==> src/rtl/glb_rd_pkg.sv <==
// Shared types and helpers for the global-buffer read-channel scheduler.
package glb_rd_pkg;

  localparam int unsigned GlbRdBwDefault = 4;

  typedef enum logic [1:0] {
    StIdle,
    StAddr,
    StData
  } glb_rd_state_e;

  // LSB position of field idx in a vector of packed w-bit fields.
  function automatic int field_lsb(input int idx, input int w);
    return idx * w;
  endfunction

endpackage

==> src/rtl/rr_arb.sv <==
// Round-robin grant: first set request at or above ptr, wrapping at NREQ. Purely combinational.
module rr_arb #(
  parameter int unsigned NREQ = 3
) (
  input  logic [NREQ-1:0]         req,
  input  logic [$clog2(NREQ)-1:0] ptr,
  output logic [NREQ-1:0]         gnt,
  output logic [$clog2(NREQ)-1:0] gnt_idx
);

  localparam int unsigned PW = $clog2(NREQ);

  logic [PW-1:0] idx;
  logic          found;

  always_comb begin
    gnt     = '0;
    gnt_idx = '0;
    found   = 1'b0;
    idx     = '0;
    for (int unsigned i = 0; i < NREQ; i++) begin
      idx = PW'((32'(ptr) + i) % NREQ);
      if (!found && req[idx]) begin
        found    = 1'b1;
        gnt[idx] = 1'b1;
        gnt_idx  = idx;
      end
    end
  end

endmodule

==> src/rtl/glb_rd_sched.sv <==
// Read-channel scheduler: round-robin arbitration of NREQ loaders onto one DRAM read bus,
// one burst in flight, returned beats steered to the granted loader with burst-length checking.
module glb_rd_sched
  import glb_rd_pkg::*;
#(
  parameter int unsigned NREQ = 3,
  parameter int unsigned DW   = 32,
  parameter int unsigned AW   = 32,
  parameter int unsigned BW   = GlbRdBwDefault
) (
  input  logic               clk,
  input  logic               rst,
  input  logic [NREQ-1:0]    req_valid,
  input  logic [NREQ*AW-1:0] req_addr,
  input  logic [NREQ*BW-1:0] req_len,
  output logic [NREQ-1:0]    req_ready,
  output logic [AW-1:0]      araddr,
  output logic [BW-1:0]      arburst,
  output logic               arvalid,
  input  logic               arready,
  input  logic               rvalid,
  input  logic [DW-1:0]      rdata,
  input  logic               rlast,
  output logic [NREQ-1:0]    rd_valid,
  output logic [DW-1:0]      rd_data,
  output logic               rd_last,
  output logic               busy,
  output logic               err
);

  localparam int unsigned PW = $clog2(NREQ);

  glb_rd_state_e   state_q, state_d;
  logic [PW-1:0]   ptr_q, ptr_d;
  logic [PW-1:0]   gidx_q, gidx_d;
  logic [BW-1:0]   cnt_q, cnt_d;
  logic            arvalid_q, arvalid_d;
  logic [AW-1:0]   araddr_q, araddr_d;
  logic [BW-1:0]   arburst_q, arburst_d;
  logic [NREQ-1:0] rd_valid_q, rd_valid_d;
  logic [DW-1:0]   rd_data_q, rd_data_d;
  logic            rd_last_q, rd_last_d;
  logic            err_q, err_d;
  logic [NREQ-1:0] req_ready_c;

  logic [NREQ-1:0] arb_gnt;
  logic [PW-1:0]   arb_idx;
  logic            at_len;

  rr_arb #(
    .NREQ(NREQ)
  ) u_arb (
    .req    (req_valid),
    .ptr    (ptr_q),
    .gnt    (arb_gnt),
    .gnt_idx(arb_idx)
  );

  // arburst_q doubles as the registered burst length for the end-of-burst check.
  assign at_len = (cnt_q == arburst_q);

  always_comb begin
    state_d     = state_q;
    ptr_d       = ptr_q;
    gidx_d      = gidx_q;
    cnt_d       = cnt_q;
    arvalid_d   = arvalid_q;
    araddr_d    = araddr_q;
    arburst_d   = arburst_q;
    rd_valid_d  = '0;
    rd_data_d   = rd_data_q;
    rd_last_d   = 1'b0;
    err_d       = 1'b0;
    req_ready_c = '0;

    unique case (state_q)
      StIdle: begin
        err_d = rvalid;
        if (|req_valid) begin
          req_ready_c = arb_gnt;
          gidx_d      = arb_idx;
          araddr_d    = req_addr[field_lsb(int'(arb_idx), int'(AW)) +: AW];
          arburst_d   = req_len[field_lsb(int'(arb_idx), int'(BW)) +: BW];
          arvalid_d   = 1'b1;
          state_d     = StAddr;
        end
      end
      StAddr: begin
        // Data may not precede address acceptance, so even a same-cycle beat is stray.
        err_d = rvalid;
        if (arready) begin
          arvalid_d = 1'b0;
          cnt_d     = '0;
          state_d   = StData;
        end
      end
      StData: begin
        if (rvalid) begin
          rd_valid_d = NREQ'(1) << gidx_q;
          rd_data_d  = rdata;
          cnt_d      = cnt_q + BW'(1);
          if (rlast || at_len) begin
            rd_last_d = 1'b1;
            err_d     = rlast != at_len;
            state_d   = StIdle;
            ptr_d     = (gidx_q == PW'(NREQ - 1)) ? '0 : gidx_q + PW'(1);
          end
        end
      end
      default: state_d = StIdle;
    endcase
  end

  always_ff @(posedge clk) begin
    if (rst) begin
      state_q    <= StIdle;
      ptr_q      <= '0;
      gidx_q     <= '0;
      cnt_q      <= '0;
      arvalid_q  <= 1'b0;
      araddr_q   <= '0;
      arburst_q  <= '0;
      rd_valid_q <= '0;
      rd_data_q  <= '0;
      rd_last_q  <= 1'b0;
      err_q      <= 1'b0;
    end else begin
      state_q    <= state_d;
      ptr_q      <= ptr_d;
      gidx_q     <= gidx_d;
      cnt_q      <= cnt_d;
      arvalid_q  <= arvalid_d;
      araddr_q   <= araddr_d;
      arburst_q  <= arburst_d;
      rd_valid_q <= rd_valid_d;
      rd_data_q  <= rd_data_d;
      rd_last_q  <= rd_last_d;
      err_q      <= err_d;
    end
  end

  assign req_ready = req_ready_c & {NREQ{~rst}};
  assign arvalid   = arvalid_q;
  assign araddr    = araddr_q;
  assign arburst   = arburst_q;
  assign rd_valid  = rd_valid_q;
  assign rd_data   = rd_data_q;
  assign rd_last   = rd_last_q;
  assign err       = err_q;
  assign busy      = (state_q != StIdle);

endmodule

==> config.mk <==
export PLATFORM = sky130hd
export DESIGN_NAME = glb_rd_sched
export DESIGN_NICKNAME = d
export VERILOG_FILES = /design/src/rtl/glb_rd_pkg.sv /design/src/rtl/rr_arb.sv /design/src/rtl/glb_rd_sched.sv
export SDC_FILE = /design/constraint.sdc
export NUM_CORES = 1
export LEC_CHECK = 0
export BUFFER_PORTS_ARGS = -buffer_cell sky130_fd_sc_hd__buf_2
export CAP_MARGIN = 5
export CORE_MARGIN = 2
export CORE_UTILIZATION = 49
export DETAILED_ROUTE_END_ITERATION = 10
export GPL_ROUTABILITY_DRIVEN = 0
export GPL_TIMING_DRIVEN = 0
export PLACE_DENSITY = 0.86
export RECOVER_POWER = 100
export SLEW_MARGIN = 0
export SYNTH_ARGS = -nofsm -noshare
export SYNTH_HDL_FRONTEND = slang
export SYNTH_HIERARCHICAL = 1
export SYNTH_SLANG_ARGS = --single-unit
==> constraint.sdc <==
create_clock -name clk -period 4.6 [get_ports clk]
set_clock_uncertainty 0.15 [all_clocks]
set_input_delay 0.23 -clock clk [delete_from_list [all_inputs] [get_ports clk]]
set_output_delay 0.23 -clock clk [all_outputs]
set_load 0.03 [all_outputs]
# --- Word level (Yosys, flattened, before mapping) ---
# Index checks and enable logic that the tools add are counted.
word_totals:
  ff_bits: 84
  latch_bits: 0
  ramBits: 0
  mem_bits_ro: 0
  out_inout_bits: 78
  wordCells: 101
  memories: 0
op_classes:
  n_addsub: 4
  mul: 0
  div: 3
  magnitude_cmp: 6
  eq_ne: 9
  shifts: 3
  mux: 38
  bitwise_logic: 6
  n_reduce_logical: 21
op_table:
  columns: ["op", "n"]
  rows:
  - ["variable part select 96 x 8 -> 32 bit", 1]
  - ["remainder unit 32 x 2 -> 32 bit, second input constant", 2]
  - ["remainder unit 2 x 2 -> 32 bit, second input constant", 1]
  - ["two-way mux 2 bit", 8]
  - ["two-way mux 3 bit", 5]
  - ["two-way mux 1 bit", 13]
  - ["variable part select 12 x 5 -> 4 bit", 1]
  - ["< comparator 2 x 3 -> 1 bit, second input constant", 3]
  - ["AND reduction 3 bit", 3]
  - ["two-way mux 4 bit", 2]
  - ["!= test 2 bit, second input constant", 4]
  - ["case mux 4 bit (2 select lines)", 1]
  - ["binary-select mux 1 bit (select 2 bit)", 3]
  - ["demux 1 bit (select 2 bit)", 3]
  - [">= comparator 2 x 1 -> 1 bit, second input constant", 3]
  - ["OR 3 bit", 2]
  - ["case mux 2 bit (3 select lines)", 1]
  - ["nonzero test 2 bit", 3]
  - ["OR reduction 3 bit", 2]
  - ["logical AND 1 bit", 5]
  - ["adder 4 x 1 -> 4 bit, second input constant", 1]
  - ["== test 2 bit, second input constant", 2]
  - ["== test 4 bit", 1]
  - ["case mux 1 bit (2 select lines)", 2]
  - ["14 further kinds", 18]

# --- Depth between registers and ports, before layout ---
# Gate-level depths: netlist of run 1.
depth:
  depth_word: 13
  mapped_depth: 12

# --- By module ---
# The synthesis of run 1 kept the hierarchy.
by_module_without_submodules:
  columns: ["module", "instances", "cells_per_inst", "area_per_inst_um2", "seq_area_each_um2"]
  rows:
  - ["glb_rd_sched", 1, 464, 3960.0, 1681.6]
  - ["rr_arb", 1, 38, 266.5, 0.0]

# --- Worst setup path after synthesis of run 1 ---
# OpenSTA, ideal clock, no wires.
synth_timing:
  path_kind: "flip-flop to output port"
  startpoint: "reg ptr_q[1]"
  endpoint: "out req_ready[2]"
  arrival_ns: 2.005
  required_time_ns: 4.220
  setup_slack_ns: 2.215
  stages_incl_launch_ff: 9
  path_buffers: 1
  cell_sequence: "dfxtp_1 inv_1 ha_1 buf_6 mux2i_1 or2_1 a21oi_1 o21a_1 nor3b_1"
synth_between:
  elab_chain_cells: 13
  word_cells_on_any_way: 40
synth_rtl:
  columns: ["item", "line_no", "text"]
  rows:
  - ["start: declaration", "glb_rd_sched.sv:34", "logic [PW-1:0] ptr_q, ptr_d;"]
  - ["start signal: assignment", "glb_rd_sched.sv:129", "ptr_q <= ptr_d;"]
  - ["adder 2 x 1 -> 3 bit / remainder unit 2 x 2 -> 32 bit (equally long branches)", "rr_arb.sv:22", "idx = PW'((32'(ptr) + i) % NREQ);"]
  - ["remainder unit 32 x 2 -> 32 bit, or another cell as far along", "rr_arb.sv:22", null]
  - ["< comparator 2 x 3 -> 1 bit (not written as such), or another cell as far along", "rr_arb.sv:25", "gnt[idx] = 1'b1;"]
  - ["logical AND 1 bit (not written as such), or another cell as far along", "rr_arb.sv:25", null]
  - ["two-way mux 1 bit (not written as such), or another cell as far along", "rr_arb.sv:25", null]
  - ["demux 1 bit (select 2 bit), or another cell as far along", null, null]
  - ["OR 3 bit (no line) / two-way mux 1 bit (equally long branches)", null, null]
  - ["two-way mux 3 bit / zero test 1 bit (equally long branches)", "rr_arb.sv:23", "if (!found && req[idx]) begin"]
  - ["OR 3 bit (no line) / logical AND 1 bit (equally long branches)", null, null]
  - ["two-way mux 3 bit (*)", "rr_arb.sv:23", null]
  - ["net arb_gnt[2]", "glb_rd_sched.sv:46", "logic [NREQ-1:0] arb_gnt;"]
  - ["two-way mux 3 bit (*)", "glb_rd_sched.sv:79", "if (|req_valid) begin"]
  - ["two-way mux 3 bit (*)", "glb_rd_sched.sv:76", "unique case (state_q)"]
  - ["bitwise AND 3 bit (*)", "glb_rd_sched.sv:142", "assign req_ready = req_ready_c & {NREQ{~rst}};"]
  - ["end: declaration", "glb_rd_sched.sv:16", "output logic [NREQ-1:0] req_ready,"]
# The timed path passes the listed nets; every way through them passes the cells marked *. The select of a mux whose other input is x is not followed.

# --- Worst setup path after layout of run 1 ---
layout_timing:
  startpoint: "reg ptr_q[1]"
  endpoint: "reg araddr_q[24] (netlist: araddr[24])"
layout_between:
  elab_chain_cells: 11
  word_cells_on_any_way: 21
layout_rtl:
  columns: ["item", "line_no", "text"]
  rows:
  - ["parallel branches: the longest is 9 deep, another holds remainder unit 32 x 2 -> 32 bit", null, null]
  - ["two-way mux 2 bit (*)", "rr_arb.sv:23", null]
  - ["net arb_idx[0]", "glb_rd_sched.sv:47", "logic [PW-1:0] arb_idx;"]
  - ["variable part select 96 x 8 -> 32 bit (*)", "glb_rd_sched.sv:82", "araddr_d = req_addr[field_lsb(int'(arb_idx), int'(AW)) +: AW];"]
  - ["end signal: assignment", "glb_rd_sched.sv:133", "araddr_q <= araddr_d;"]
  - ["end: declaration", "glb_rd_sched.sv:38", "logic [AW-1:0] araddr_q, araddr_d;"]
# Mark *: on every way through the listed nets, which the timed path passes. The select of a mux whose other input is x is not followed.
# A chain may end at the register's enable or synchronous reset.

==> results.sh, run 1 <==
export IMPL_cts_buffers=9
export IMPL_drc=0
export IMPL_num_nets_final=948
export IMPL_netlist_top_cells_count="106 x nand2_1, 84 x dfxtp_1, 79 x a21oi_1"
export IMPL_gr_total_overflow=0
export IMPL_fin_setup_tns_ns=0
export IMPL_post_place_ws_ns=1.85
export IMPL_cp_max_fo=10
export IMPL_antenna_found_initial=0
export IMPL_max_freq_mhz=293
export IMPL_seq_area_frac_synth_pct=39.8
export IMPL_post_drt_wl_per_cell_um=16.0
export IMPL_yosysUniqueCellTypes=45
export IMPL_synth_edf_count=0
export IMPL_maxCapViolations=0
export IMPL_yosys_warnings=6
export IMPL_min_to="araddr[1]$_SDFFE_PP0P_"
export IMPL_numPortBuffers=224
export IMPL_p_seq_share_pct=40.9
export IMPL_die_area_um2=9380
export IMPL_ys_seq_elements=84
export IMPL_p_int_mw=1.35
export IMPL_syn2layout_area_growth_pct=45.4
export IMPL_antenna_left=0
export IMPL_htree_num_levels=3
export IMPL_fp_dieW_um=96.9
export IMPL_r2r_slack_ns=1.19
export IMPL_drive_gt1_share_pct=23.3
export IMPL_fp_dieH_um=96.9
export IMPL_cts_root_buf="clkbuf_8"
export IMPL_dr_pass1_iters=4
export IMPL_clockPowerShare_pct=30.0
export IMPL_clk_pin_slew_worst_paths_ns=0.09
export IMPL_start_kind="flop"
export IMPL_fin_util_pct=74.0
export IMPL_fin_crit_sh_pct=74.2
export IMPL_setup_slack_ns=1.19
export IMPL_hold_violations=0
export IMPL_async_reset_ff_share_pct=0
export IMPL_holdWs_ns=0.0133
export IMPL_drv_slew=0
export IMPL_holdCritStartpoint="req_addr[65]"
export IMPL_peakVddDrop_uv=218
export IMPL_grt_pass1_wl_um=23200
export IMPL_min_path_cells=3
export IMPL_status="completed"
export IMPL_reg2regPathDepth=12
export IMPL_rr_startpoint="ptr_q[1]$_SDFFE_PP0P_"
export IMPL_postCtsSetupBuffers=0
export IMPL_route_vias_total=4922
export IMPL_p_per_area_nw_per_um2=331
export IMPL_grt_use_total_pct=30.0
export IMPL_initial_utilization_pct=50.9
export IMPL_yosys_top_cells_area="dfxtp_1 40%, mux2i_1 9.5%, nand2_1 9.4%, a21oi_1 9.4%, a311oi_1 7.7%"
export IMPL_critPathKind="reg2reg"
export IMPL_synth_cells=502
export IMPL_combPwrFrac_pct=29.1
export IMPL_synth_flop_cell="dfxtp_1"
export IMPL_synth_top_area_cell="dfxtp_1"
export IMPL_end_kind="flop"
export IMPL_synth_nets=656
export IMPL_grt_pass1_vias=4978
export IMPL_cts_repair_resized=0
export IMPL_drtIter0Drc=167
export IMPL_hpwl_um=9760
export IMPL_synthesis_area_um2=4230
export IMPL_relSlewSlack_pct=38.5
export IMPL_rows=33
export IMPL_coreArea_um2=8300
export IMPL_r2r_end="araddr[24]$_SDFFE_PP0P_"
export IMPL_period_needed_ns=3.41
export IMPL_rsz0062_at_grt="no"
export IMPL_p_leak_nw=2.49
export IMPL_arrival_ns=3.51
export IMPL_vias_per_cell=5.44
export IMPL_total_power_mw=2.03
export IMPL_hp_class="in2reg"
export IMPL_num_io_pins=226
export IMPL_worstSkewPairLatency_ns=0.35
export IMPL_cts_tree="built"
export IMPL_antenna_cells=0
export IMPL_grt_max_degree=16
export IMPL_hold_buffers=57
export IMPL_clock_sinks=84
export IMPL_synth_avg_cell_area_um2=8.42
export IMPL_synth_top_area_share_pct=39.8
export IMPL_p_sw_mw=0.688
export IMPL_finalWirelength_um=14400
export IMPL_setup_viol=0
export IMPL_clk_path_buf_depth=2
export IMPL_required_ns=4.70
export IMPL_yosysMostFrequentCell="nand2_1"
export IMPL_sw_frac_of_total_pct=33.8
export IMPL_tightest_slew_ns=0.923
[per-stage QoR]
stage / area [um2] / std cells
final: 6140 / 904
after global routing: 6140 / 904
after CTS: 6280 / 904
after detailed placement: 5480 / 831
after global placement: 5480 / 831
after floorplan: 4230 / 502
[how the worst max path moves through the flow]
stage	from	to
5_1_grt	ptr_q[1]$_SDFFE_PP0P_	araddr[24]$_SDFFE_PP0P_
6_report	ptr_q[1]$_SDFFE_PP0P_	araddr[24]$_SDFFE_PP0P_
4_1_cts	ptr_q[1]$_SDFFE_PP0P_	araddr[30]$_SDFFE_PP0P_
3_3_place_gp	ptr_q[1]$_SDFFE_PP0P_	araddr[20]$_SDFFE_PP0P_
2_1_floorplan	ptr_q[1]$_SDFFE_PP0P_	req_ready[2]
3_5_place_dp	ptr_q[0]$_SDFFE_PP0P_	araddr[26]$_SDFFE_PP0P_
[sequential cells by signal (all words and copies together), names as in the netlist, 2 cells and up]
| signal | cells |
|---|---|
| state_q | 2 |
| cnt_q | 4 |
| araddr | 32 |
| gidx_q | 2 |
| rd_data | 32 |
| ptr_q | 2 |
| rd_valid | 3 |
| arburst | 4 |
[worst max-delay path, stage by stage (launching register included)]
cell	delay, ns
dfxtp_1	0.35
inv_1	0.09
ha_1	0.14
clkbuf_1	0.31
mux2i_1	0.32
a32o_1	0.20
a2bb2oi_1	0.07
nor2_1	0.14
clkbuf_1	0.71
buf_12	0.24
mux2i_1	0.08
or2_0	0.22
a311oi_1	0.30
[power groups by stage]
stage | Clock, mW | Sequential (mW) | Combinational [mW]
3_5_place_dp | 0 | 0.844 | 0.566
6_report | 0.611 | 0.832 | 0.591
2_1_floorplan | 0 | 0.951 | 0.262
3_3_place_gp | 0 | 0.842 | 0.553
4_1_cts | 0.615 | 0.829 | 0.605
5_1_grt | 0.645 | 0.839 | 0.636
[final cells by class]
cell class	instances	area, um2
multi-input cells	366	2240
well taps	105	131
repair buffers	281	1590
fillers	638	2160
inverters	9	33.8
clock buffers	10	138
flip-flops and latches	84	1680
plain buffers	43	233
clock inverters	6	93.8
[per-layer routing]
metal	up-vias	part of all wire [%]	global-route usage, %
li1	2349	-	-
met1	2264	38	32.2
met2	259	51	56.5
met3	50	7.2	5.78
met4	0	3.5	13.1
met5	-	0	0
[kinds of logic after synthesis]
| group | count (synthesis) | synth area share, % |
|---|---|---|
| fa+ha+maj | 6 | 1.78 |
| buf+inv | 52 | 6.93 |
| xor+xnor | 5 | 1.04 |
| mux | 40 | 9.47 |
| simple gates | 183 | 21.3 |
| flops | 84 | 39.8 |
| compound gates | 132 | 19.7 |
[placed cells by master (no fill, tap or decap), drive strengths merged, types with 4 or more instances in the layout]
| cell | count |
|---|---|
| nor2 | 7 |
| dfxtp | 84 |
| nand3 | 5 |
| nand2 | 106 |
| a311oi | 37 |
| or2 | 38 |
| dlygate4sd3 | 57 |
| nor3b | 4 |
| mux2i | 40 |
| a21oi | 79 |
| buf | 162 |
| o21ai | 5 |
| clkbuf | 115 |
| ha | 6 |
| xnor2 | 4 |
| inv | 11 |
Note: power is estimated with default switching activity, not from simulation.
==> run 2, diff against run 1 <==
Settings changed: CORE_UTILIZATION 49 to 41, PLACE_DENSITY 0.86 to 0.77.
Clock period 4.6 ns to 2.85 ns, I/O delays scaled along.
==> results.sh, run 2 (same netlist as run 1, synthesis figures left out) <==
export IMPL_mostFrequentLayoutCell="buf_2"
export IMPL_tightest_slew_ns=0.554
export IMPL_postCtsSetupBuffers=0
export IMPL_max_freq_mhz=357
export IMPL_critPathKind="reg2reg"
export IMPL_required_ns=2.96
export IMPL_syn2layout_area_growth_pct=50.7
export IMPL_arrival_ns=2.91
export IMPL_cts_root_buf="clkbuf_8"
export IMPL_relSlewSlack_pct=63.1
export IMPL_numPortBuffers=224
export IMPL_fp_dieW_um=106
export IMPL_fp_dieH_um=106
export IMPL_drive_gt1_share_pct=24.9
export IMPL_vias_per_cell=5.19
export IMPL_clockPowerShare_pct=29.1
export IMPL_holdWs_ns=0.0720
export IMPL_finalWirelength_um=14700
export IMPL_die_area_um2=11100
export IMPL_route_vias_total=4923
export IMPL_clk_pin_slew_worst_paths_ns=0.10
export IMPL_period_needed_ns=2.80
export IMPL_total_power_mw=3.29
export IMPL_start_kind="flop"
export IMPL_clk_path_buf_depth=2
export IMPL_drv_slew=0
export IMPL_cp_max_fo=10
export IMPL_grt_max_degree=16
export IMPL_num_nets_final=961
export IMPL_drc=0
export IMPL_status="completed"
export IMPL_hold_violations=0
export IMPL_p_per_area_nw_per_um2=516
export IMPL_p_sw_mw=1.12
export IMPL_clock_sinks=84
export IMPL_p_int_mw=2.17
export IMPL_grt_use_total_pct=25.5
export IMPL_rows=37
export IMPL_worstSkewPairLatency_ns=0.36
export IMPL_grt_pass1_wl_um=23000
export IMPL_num_io_pins=226
export IMPL_fin_setup_tns_ns=0
export IMPL_gr_total_overflow=0
export IMPL_cts_buffers=9
export IMPL_cts_tree="built"
export IMPL_antenna_left=0
export IMPL_hpwl_um=10200
export IMPL_htree_num_levels=3
export IMPL_grt_pass1_vias=4970
export IMPL_hp_class="in2reg"
export IMPL_combPwrFrac_pct=30.0
export IMPL_drtIter0Drc=345
export IMPL_final_cell_mix="152 x buf_2, 106 x nand2_1, 96 x clkbuf_1"
export IMPL_fin_crit_sh_pct=98.2
export IMPL_post_drt_wl_per_cell_um=15.5
export IMPL_sw_frac_of_total_pct=34.0
export IMPL_p_seq_share_pct=40.9
export IMPL_end_kind="flop"
export IMPL_antenna_cells=0
export IMPL_maxCapViolations=0
export IMPL_initial_utilization_pct=41.5
export IMPL_coreArea_um2=10200
export IMPL_p_leak_nw=2.58
export IMPL_setup_viol=0
export IMPL_dr_pass1_iters=5
export IMPL_antenna_found_initial=0
export IMPL_peakVddDrop_uv=282
==> run 2: changes by cell type in the layout (fill, tap and decap cells not counted), sizes merged <==
cell and delta:
clkinv +3, dlygate4sd3 +13, buf -1, inv -1, clkinvlp -1
==> run 2: final timing paths <==
check,to,slack [ns],cells past startpoint,from
worst min register to register,rd_data[1]$_SDFFE_PP0N_,0.31,2,rd_data[1]$_SDFFE_PP0N_
worst min-delay path,araddr[18]$_SDFFE_PP0P_,0.07,4,req_addr[18]
worst max-delay path,araddr[29]$_SDFFE_PP0P_,0.05,10,ptr_q[0]$_SDFFE_PP0P_
worst max register to register,araddr[29]$_SDFFE_PP0P_,0.05,10,ptr_q[0]$_SDFFE_PP0P_
==> run 2: layout make-up <==
type | instances | area, um2
fill | 912 | 3810
clock buffer | 9 | 124
buffer | 43 | 263
tap | 136 | 170
clock inverter | 7 | 100
sequential | 84 | 1680
multi-input combinational | 366 | 2270
inverter | 9 | 33.8
timing repair buffer | 294 | 1730
==> run 2: worst max-delay path, cell delays in order (launching register included) <==
cell and delay (ns):
dfxtp_1 0.40, ha_1 0.18, buf_6 0.14, mux2i_2 0.23, o22ai_1 0.17, a311oi_1 0.32, a21oi_1 0.09, clkbuf_2 0.20
clkbuf_4 0.22, or2_0 0.28, a311oi_2 0.33
==> run 2: repair_timing <==
action	4_1_cts	5_1_grt
gates resized for setup	1	16
endpoints found under the hold margin	70	0
endpoints found under the setup margin	2	31
gates cloned	0	0
hold buffers	70	0
==> run 2: stage by stage <==
step           setup slack, ns  cells  instance area (um2)  util [%]
2_1_floorplan            0.469    502                 4230         -
3_3_place_gp             0.195    862                 5520      54.2
3_5_place_dp            0.0165    862                 5520      54.2
4_1_cts                 0.0268    948                 6440      63.3
5_1_grt                -0.0162    948                 6370      62.5
6_report                0.0502    948                 6370      62.5
==> run 2: power groups by stage <==
stage | Clock [mW] | Combinational [mW] | Sequential, mW
4_1_cts | 0.973 | 0.996 | 1.34
6_report | 0.958 | 0.985 | 1.34
5_1_grt | 1.02 | 1.06 | 1.36
3_5_place_dp | 0 | 0.919 | 1.37
2_1_floorplan | 0 | 0.423 | 1.54
3_3_place_gp | 0 | 0.899 | 1.36
==> run 2: metal layers <==
layer	share of wire, %	track usage (%)	up-vias
li1	-	-	2367
met1	39	27.7	2260
met2	51	47.3	250
met3	6.4	4.89	46
met4	3.1	11.7	0
met5	0	0	-
